--- src/rtl/entity_update_writer_if.sv ---
// Update stream from game logic into the entity writer: one slot/entity word per valid/ready beat.
interface entity_update_writer_if;
  logic        upd_valid;
  logic        upd_ready;
  logic [2:0]  upd_slot;
  logic [13:0] upd_entity;
  logic        upd_last;

  modport master (
    output upd_valid,
    output upd_slot,
    output upd_entity,
    output upd_last,
    input  upd_ready
  );

  modport slave (
    input  upd_valid,
    input  upd_slot,
    input  upd_entity,
    input  upd_last,
    output upd_ready
  );
endinterface

--- src/rtl/entity_update_writer.sv ---
// Collects per-slot entity updates into a shadow table and commits a closed batch
// to the eight entity outputs at the start of vertical blanking.
module entity_update_writer (
  input  logic                   clk,
  input  logic                   reset,
  entity_update_writer_if.slave  upd,
  input  logic [9:0]             counter_V,
  input  logic [9:0]             counter_H,
  output logic [13:0]            entity_1,
  output logic [13:0]            entity_2,
  output logic [13:0]            entity_3,
  output logic [13:0]            entity_4,
  output logic [13:0]            entity_5,
  output logic [13:0]            entity_6,
  output logic [13:0]            entity_7,
  output logic [13:0]            entity_8,
  output logic                   frame_commit,
  output logic                   err_location
);

  localparam int unsigned NUM_SLOTS = 8;
  localparam int unsigned ENT_W     = 14;
  localparam int unsigned VISIBLE_V = 480;
  localparam int unsigned NUM_TILES = 192;
  localparam logic [ENT_W-1:0] UNUSED_ENTITY = 14'h3C00;

  typedef enum logic [1:0] {
    IDLE    = 2'd0,
    PENDING = 2'd1,
    COMMIT  = 2'd2
  } state_t;

  state_t           state_q;
  logic [ENT_W-1:0] shadow_q [NUM_SLOTS];
  logic [ENT_W-1:0] active_q [NUM_SLOTS];
  logic             ready_q;
  logic             commit_q;
  logic             err_q;

  logic commit_pt;
  logic bad_loc;
  logic xfer;

  assign commit_pt = (counter_V == 10'(VISIBLE_V)) && (counter_H == 10'd0);
  // ID 4'hF clears a slot, so its location field is never range-checked.
  assign bad_loc   = (upd.upd_entity[13:10] != 4'hF) && (upd.upd_entity[7:0] >= 8'(NUM_TILES));
  assign xfer      = upd.upd_valid && ready_q;

  always_ff @(posedge clk) begin
    if (reset) begin
      state_q  <= IDLE;
      ready_q  <= 1'b1;
      commit_q <= 1'b0;
      err_q    <= 1'b0;
      for (int i = 0; i < NUM_SLOTS; i++) begin
        shadow_q[i] <= UNUSED_ENTITY;
        active_q[i] <= UNUSED_ENTITY;
      end
    end else begin
      commit_q <= 1'b0;
      err_q    <= 1'b0;
      case (state_q)
        IDLE: begin
          if (xfer) begin
            if (bad_loc) err_q <= 1'b1;
            else         shadow_q[upd.upd_slot] <= upd.upd_entity;
            if (upd.upd_last) begin
              state_q <= PENDING;
              ready_q <= 1'b0;
            end
          end
        end
        PENDING: begin
          // Active table and pulse land together, one cycle after the commit point.
          if (commit_pt) begin
            state_q  <= COMMIT;
            commit_q <= 1'b1;
            for (int i = 0; i < NUM_SLOTS; i++) active_q[i] <= shadow_q[i];
          end
        end
        COMMIT: begin
          state_q <= IDLE;
          ready_q <= 1'b1;
        end
        default: begin
          state_q <= IDLE;
          ready_q <= 1'b1;
        end
      endcase
    end
  end

  assign upd.upd_ready = ready_q;
  assign frame_commit  = commit_q;
  assign err_location  = err_q;

  assign entity_1 = active_q[0];
  assign entity_2 = active_q[1];
  assign entity_3 = active_q[2];
  assign entity_4 = active_q[3];
  assign entity_5 = active_q[4];
  assign entity_6 = active_q[5];
  assign entity_7 = active_q[6];
  assign entity_8 = active_q[7];

endmodule

--- src/flat_wrapper.sv ---
// flat-port wrapper written by rule: the top's interface ports become plain ports
module entity_update_writer_flat 
  (clk, reset, counter_V, counter_H, entity_1, entity_2, entity_3, entity_4, entity_5, entity_6, entity_7, entity_8, frame_commit, err_location, upd_upd_valid, upd_upd_slot, upd_upd_entity, upd_upd_last, upd_upd_ready);
  entity_update_writer_if upd_i ();
  input  logic clk;
  input  logic reset;
  input  logic [9:0] counter_V;
  input  logic [9:0] counter_H;
  output logic [13:0] entity_1;
  output logic [13:0] entity_2;
  output logic [13:0] entity_3;
  output logic [13:0] entity_4;
  output logic [13:0] entity_5;
  output logic [13:0] entity_6;
  output logic [13:0] entity_7;
  output logic [13:0] entity_8;
  output logic frame_commit;
  output logic err_location;
  input wire logic [$bits(upd_i.upd_valid)-1:0] upd_upd_valid;
  input wire logic [$bits(upd_i.upd_slot)-1:0] upd_upd_slot;
  input wire logic [$bits(upd_i.upd_entity)-1:0] upd_upd_entity;
  input wire logic [$bits(upd_i.upd_last)-1:0] upd_upd_last;
  output wire logic [$bits(upd_i.upd_ready)-1:0] upd_upd_ready;
  assign upd_i.upd_valid = upd_upd_valid;
  assign upd_i.upd_slot = upd_upd_slot;
  assign upd_i.upd_entity = upd_upd_entity;
  assign upd_i.upd_last = upd_upd_last;
  assign upd_upd_ready = upd_i.upd_ready;
  entity_update_writer u_core (.clk(clk), .reset(reset), .upd(upd_i), .counter_V(counter_V), .counter_H(counter_H), .entity_1(entity_1), .entity_2(entity_2), .entity_3(entity_3), .entity_4(entity_4), .entity_5(entity_5), .entity_6(entity_6), .entity_7(entity_7), .entity_8(entity_8), .frame_commit(frame_commit), .err_location(err_location));
endmodule
--- config.mk ---
export PLATFORM = sky130hd
export DESIGN_NAME = entity_update_writer_flat
export DESIGN_NICKNAME = d
export VERILOG_FILES = /design/src/rtl/entity_update_writer_if.sv /design/src/rtl/entity_update_writer.sv /design/src/flat_wrapper.sv
export SDC_FILE = /design/constraint.sdc
export NUM_CORES = 1
export LEC_CHECK = 0
export CELL_PAD_IN_SITES_DETAIL_PLACEMENT = 1
export CELL_PAD_IN_SITES_GLOBAL_PLACEMENT = 1
export CORE_UTILIZATION = 40
export CTS_CLUSTER_DIAMETER = 150
export DETAILED_ROUTE_END_ITERATION = 8
export PLACE_DENSITY_LB_ADDON = 0.1
export SLEW_MARGIN = 20
export SYNTH_ARGS = -nofsm -noshare
export SYNTH_HDL_FRONTEND = slang
export SYNTH_SLANG_ARGS = --single-unit
--- constraint.sdc ---
create_clock -name clk -period 14.9 [get_ports clk]
set_input_delay 2.235 -clock clk [delete_from_list [all_inputs] [get_ports clk]]
set_output_delay 2.235 -clock clk [all_outputs]
set_load 0.03 [all_outputs]
==> results of run 1 <==
## worst max-delay path: cells and delay by family
family	cells	cell delay (ns)
buf+inv	1	0.72
compound gates	1	0.69
simple gates	3	1.34
## layout by cell type, fill, tap and decap left out, types with 3 or more instances in the layout
cell type        netlist  final
or3_1                  8      8
clkinv_2               0      6
dfxtp_1                5      5
clkbuf_16              0     25
nand3_1                3      3
clkinv_1               0      5
clkbuf_1              15      3
and2_1               140    140
clkdlybuf4s50_1        0    154
nor4b_4                3      3
or2_2                 16     16
nor2b_1               20     20
nand2b_1              49     49
edfxtp_1             224    224
nor4_1                 3      3
buf_4                  2      4
## layout make-up
type                       instances  area [µm²]  share of cell area, %
sequential                       229        6827                  60.52
multi-input combinational        264        1769                  15.68
clock inverter                    14       116.4                  1.032
timing repair buffer             159        1577                  13.98
inverter                           2       7.507                0.06656
tap                              275       344.1                  3.050
clock buffer                      28       636.9                  5.646
antenna                            1       2.502                0.02219
## how the worst max path moves through the flow
stage	startpoint	end	cells past startpoint
6_report	upd_upd_entity[12]	u_core.shadow_q[1][3]	5
5_1_grt	upd_upd_entity[11]	u_core.shadow_q[1][3]	5
4_1_cts	upd_upd_entity[11]	u_core.shadow_q[1][3]	5
3_5_place_dp	upd_upd_entity[11]	u_core.shadow_q[1][9]	5
3_3_place_gp	upd_upd_entity[12]	u_core.shadow_q[5][2]	4
2_1_floorplan	counter_V[9]	u_core.active_q[0][0]	3
## state kept, by name, indices dropped and copies added (netlist names)
register,cells
u_core.err_location,1
u_core.frame_commit,1
u_core.upd.upd_ready,1
u_core.active_q,112
u_core.shadow_q,112
u_core.state_q,2
## cells by family after synthesis
group           after synthesis  share of synthesized area (%)
compound gates                7                         0.5488
buf+inv                      23                          1.141
flops                       229                          78.79
simple gates                257                          19.52
## layer usage
layer  track usage [%]  share of wire [%]
met3             2.844                5.6
met2             28.63                 49
met5                 0                  0
met4             4.490                1.4
met1             23.43                 44
## cells in the mapped netlist (all sizes together) (3+ instances only)
cell type  number  area share [%]
nor4            5            0.61
nor2b          20             1.4
and2          140              10
edfxtp        224              78
nor4b           5             1.0
nand3           3            0.17
buf             5            0.35
nand2b         49             3.5
dfxtp           5             1.2
or3             8            0.58
or2            16             1.2
clkbuf         16            0.71
## where the power goes
group          total [W]  switching (W)  internal, W
clock network   0.000567       0.000229     0.000338
logic          0.0000815      0.0000510    0.0000304
registers       0.000731     0.00000562     0.000725
total            0.00138       0.000286      0.00109
## per-stage QoR
stage	hold WS, ns	worst slack [ns]
floorplan	0.4773	3.210
global placement	0.4946	9.714
detailed placement	0.4935	9.540
CTS	0.5045	10.08
global route	0.5111	9.834
finish	0.5038	10.07
==> results_dict.tcl, run 1 <==
set metrics [dict create \
    grtUsageTotal_pct 17.20 \
    drt_iter0_markers 245 \
    nets 721 \
    postPlaceCellArea_mm2 0.01052 \
    grt_max_degree 73 \
    holdPathStages 1 \
    final_cells 972 \
    start_kind "input port" \
    dpl.hpwl_um 12220 \
    skew_ns 0.008823 \
    dp.cells 929 \
    synth-seq-cells 229 \
    grt_pass1_vias 4786 \
    setup_viol 0 \
    synthesis.instances 516 \
    drc 0 \
    avgSynthCellArea_um2 16.79 \
    htree_levels 1 \
    pin_count 156 \
    r2r_slack_ns 12.15 \
    die_w_um 149.2 \
    slew_viol_final 0 \
    clockRootBuffer "clkbuf_16" \
    yosys_warnings 0 \
    core_mm2 0.02115 \
    rsz0062_at_grt "false" \
    layout-drive-gt1-share_pct 9.339 \
    clkTransAtPathRegs_ns 0.06 \
    status "completed" \
    grt_pass1_wl_um 28150 \
    rows 53 \
    critPathKind "in2reg" \
    portBuffers 155 \
    clock_latency_ns 0.50 \
    p_leak_nw 3.764 \
    regToRegStartpoint "u_core.state_q[0]" \
    fin_setup_tns_ns 0 \
    syn_nets 557 \
    nFillCells 1972 \
    wire_per_inst_um 19.13 \
    netlist_area_mm2 0.008665 \
    r2r-end "u_core.shadow_q[1][3]" \
    maxCapViolations 0 \
    critPathArrivalTime_ns 5.01 \
    drt-vias-per-instance 4.690 \
    synthFlopType "edfxtp_1" \
    whs_endpoint "u_core.active_q[1][41]" \
    floorplan.initialDensity_pct 40.96 \
    ys_types 33 \
    post_cts_resized 0 \
    cp-end-kind "flip-flop" \
    layout.cell_area.non_filler_mm2 0.01128 \
    fmax_ghz 0.2070 \
    cts_buffer_depth 3 \
    slowest_delay_ns 0.72 \
    holdCritPathClass "reg2reg" \
    die-area_mm2 0.02225 \
    vdd_drop_max_mv 0.07796 \
    crit_fanout 18 \
    reg2regPathDepth 4 \
    post-route-min-period_ns 4.832 \
    vias 4559 \
    tightest_slew_ns 0.9502 \
    slew-limit-headroom_pct 36.65 \
    power_w 0.001379 \
    period_share_pct 32.43 \
    postRouteWirelength_um 18600 \
    hold_buffers 0 \
    crit_slowest_cell "clkdlybuf4s50_1" \
    finalCoreUtilization_pct 53.32 \
    antenna_found_initial 0 \
    synth-seq-area-share_pct 78.79 \
    cts_tree "done" \
    die_h_um 149.2 \
    antenna_left 0 \
    cts.sinks 229 \
    grt_overflow_total 0 \
    dr.pass1.iters 5 \
    p_per_area_mw_per_mm2 122.3 \
    min_from "u_core.shadow_q[6][13]" \
    finalHoldViolations 0 \
    gp_congestion 0.7115 \
    cts_setup_buffers 0 \
    numCtsBuffers 24 \
    synth_edf_count 224 \
    path_cells "clkdlybuf4s50_1 -> nand4_1 -> a311o_1 -> nor4b_4 -> or2_2" \
    critPathRequiredTime_ns 15.07 \
    synthArstFlopShare_pct 0 \
    area_growth_pct 30.18 \
]
No activity file was read; power rests on OpenSTA's default activity.
==> inputs of run 2 (changes only) <==
Clock period 14.9 ns to 4.9 ns, I/O delays scaled along.
==> run 2 against run 1 <==
Flip-flop and latch count is the same. Largest cell class unchanged. Critical path type unchanged. Routed wire length fell by 1.2%. Clock-buffer cell count increased by 1. Via count increased by 2.4%.
==> results_dict.tcl, run 2 (synthesis gave the netlist of run 1 again) <==
set metrics [dict create \
    status "completed" \
    crit_slowest_cell "clkdlybuf4s50_1" \
    r2r_slack_ns 2.25 \
    grt_pass1_vias 4790 \
    finalHoldViolations 0 \
    vdd_drop_max_mv 0.2237 \
    layout_commonest_cell "edfxtp_1" \
    area_growth_pct 29.94 \
    grt_max_degree 86 \
    numCtsBuffers 23 \
    post_cts_resized 0 \
    clockRootBuffer "clkbuf_16" \
    multiInputGateArea_mm2 0.001762 \
    core_mm2 0.02115 \
    rows 53 \
    cts.sinks 229 \
    crit_family "simple AND/OR/NAND/NOR gates" \
    nets 725 \
    gp_congestion 0.7431 \
    nFillCells 1994 \
    layout_setup_ws_ns 1.633 \
    period_share_pct 66.67 \
    layout_common_cells "edfxtp_1 (224), clkdlybuf4s50_1 (154), and2_1 (140), nand2b_1 (49), clkbuf_16 (23)" \
    critPathRequiredTime_ns 5.07 \
    portBuffers 155 \
    maxCapViolations 0 \
    slew_viol_final 0 \
    skew_ns 0.01190 \
    cts_tree "done" \
    start_kind "input port" \
    dp_slack_ns 1.063 \
    tightest_slew_ns 0.9368 \
    cp-end-kind "flip-flop" \
    dr.pass1.iters 4 \
    slew-limit-headroom_pct 37.54 \
    pin_count 156 \
    htree_levels 1 \
    rsz0062_at_grt "false" \
    power_w 0.004139 \
    die-area_mm2 0.02225 \
    grt_pass1_wl_um 27940 \
    holdCritPathClass "reg2reg" \
    slowest_delay_ns 0.73 \
    top_regs "u_core.active_q: 112 flops, u_core.shadow_q: 112 flops, u_core.state_q: 2 flops" \
    drc 0 \
    critPathKind "in2reg" \
    drt_iter0_markers 274 \
    dpl.hpwl_um 11830 \
    grtUsageTotal_pct 17.00 \
    diodes 0 \
    crit_fanout 18 \
    hold_buffers 0 \
    postRouteWirelength_um 18370 \
    setup_viol 0 \
    vias 4669 \
    critPathArrivalTime_ns 3.44 \
    finalCoreUtilization_pct 53.22 \
    die_w_um 149.2 \
    p_per_area_mw_per_mm2 367.6 \
    fin_setup_tns_ns 0 \
    antenna_found_initial 1 \
    die_h_um 149.2 \
    post-route-min-period_ns 3.267 \
    wire_per_inst_um 18.84 \
    grt_overflow_total 0 \
    cts_setup_buffers 0 \
    critPathBufInv 1 \
    clock_latency_ns 0.51 \
    p_leak_nw 3.758 \
    cts_buffer_depth 3 \
    clkTransAtPathRegs_ns 0.06 \
    path_cells "clkdlybuf4s50_1 -> nand4_1 -> a311o_1 -> nor4b_4 -> or2_2" \
    layout-drive-gt1-share_pct 9.143 \
    fmax_ghz 0.3061 \
    antenna_left 0 \
    seqCellArea_mm2 0.006827 \
    floorplan.initialDensity_pct 40.96 \
    drt-vias-per-instance 4.789 \
]
run 2: cell count changes in the layout (fill, tap and decap cells not counted), sizes merged:
cell / delta
buf: +5
clkbuf: +1
diode: -1
clkinv: -2
run 2: worst register-to-register path: stages (launching register included):
cell and delay [ns]:
dfxtp_1 0.32, nand4bb_1 0.26, a311o_1 0.67, nor4b_4 0.64, or2_2 0.42
run 2: path summary, 6_finish.rpt:
path	from	to	cells after the start
worst max-delay path	upd_upd_entity[11]	u_core.shadow_q[4][5]	5
worst max register to register	u_core.state_q[0]	u_core.shadow_q[4][5]	4
worst min-delay path	u_core.shadow_q[5][12]	u_core.active_q[1][26]	1
worst min register to register	u_core.shadow_q[5][12]	u_core.active_q[1][26]	1
run 2: final cells by class:
class | count | share of cell area (%)
clock buffers | 29 | 5.312
clock inverters | 12 | 0.9447
multi-input cells | 264 | 15.65
flip-flops and latches | 229 | 60.64
inverters | 2 | 0.06668
well taps | 275 | 3.056
repair buffers | 164 | 14.34
run 2: metal layers:
layer,global-route usage (%),routed length (µm),vias up
li1,-,-,2167
met1,22.78,7999,2313
met2,28.19,8976,157
met3,3.180,1060,32
met4,5.000,330,0
met5,0,0,-
run 2: power breakdown:
| part | internal (W) | switching (W) |
|---|---|---|
| sequential | 0.00220 | 0.0000166 |
| clock | 0.000967 | 0.000701 |
| combinational | 0.0000943 | 0.000156 |
| total | 0.00326 | 0.000874 |
run 2: stage by stage:
step | cell area [µm²] | hold slack [ns] | std cells
after detailed placement | 10550 | 0.4888 | 934
final | 11260 | 0.5019 | 975
after CTS | 11260 | 0.5086 | 975
after global routing | 11260 | 0.5223 | 975
after floorplan | 8678 | 0.4773 | 516
after global placement | 10550 | 0.4831 | 934
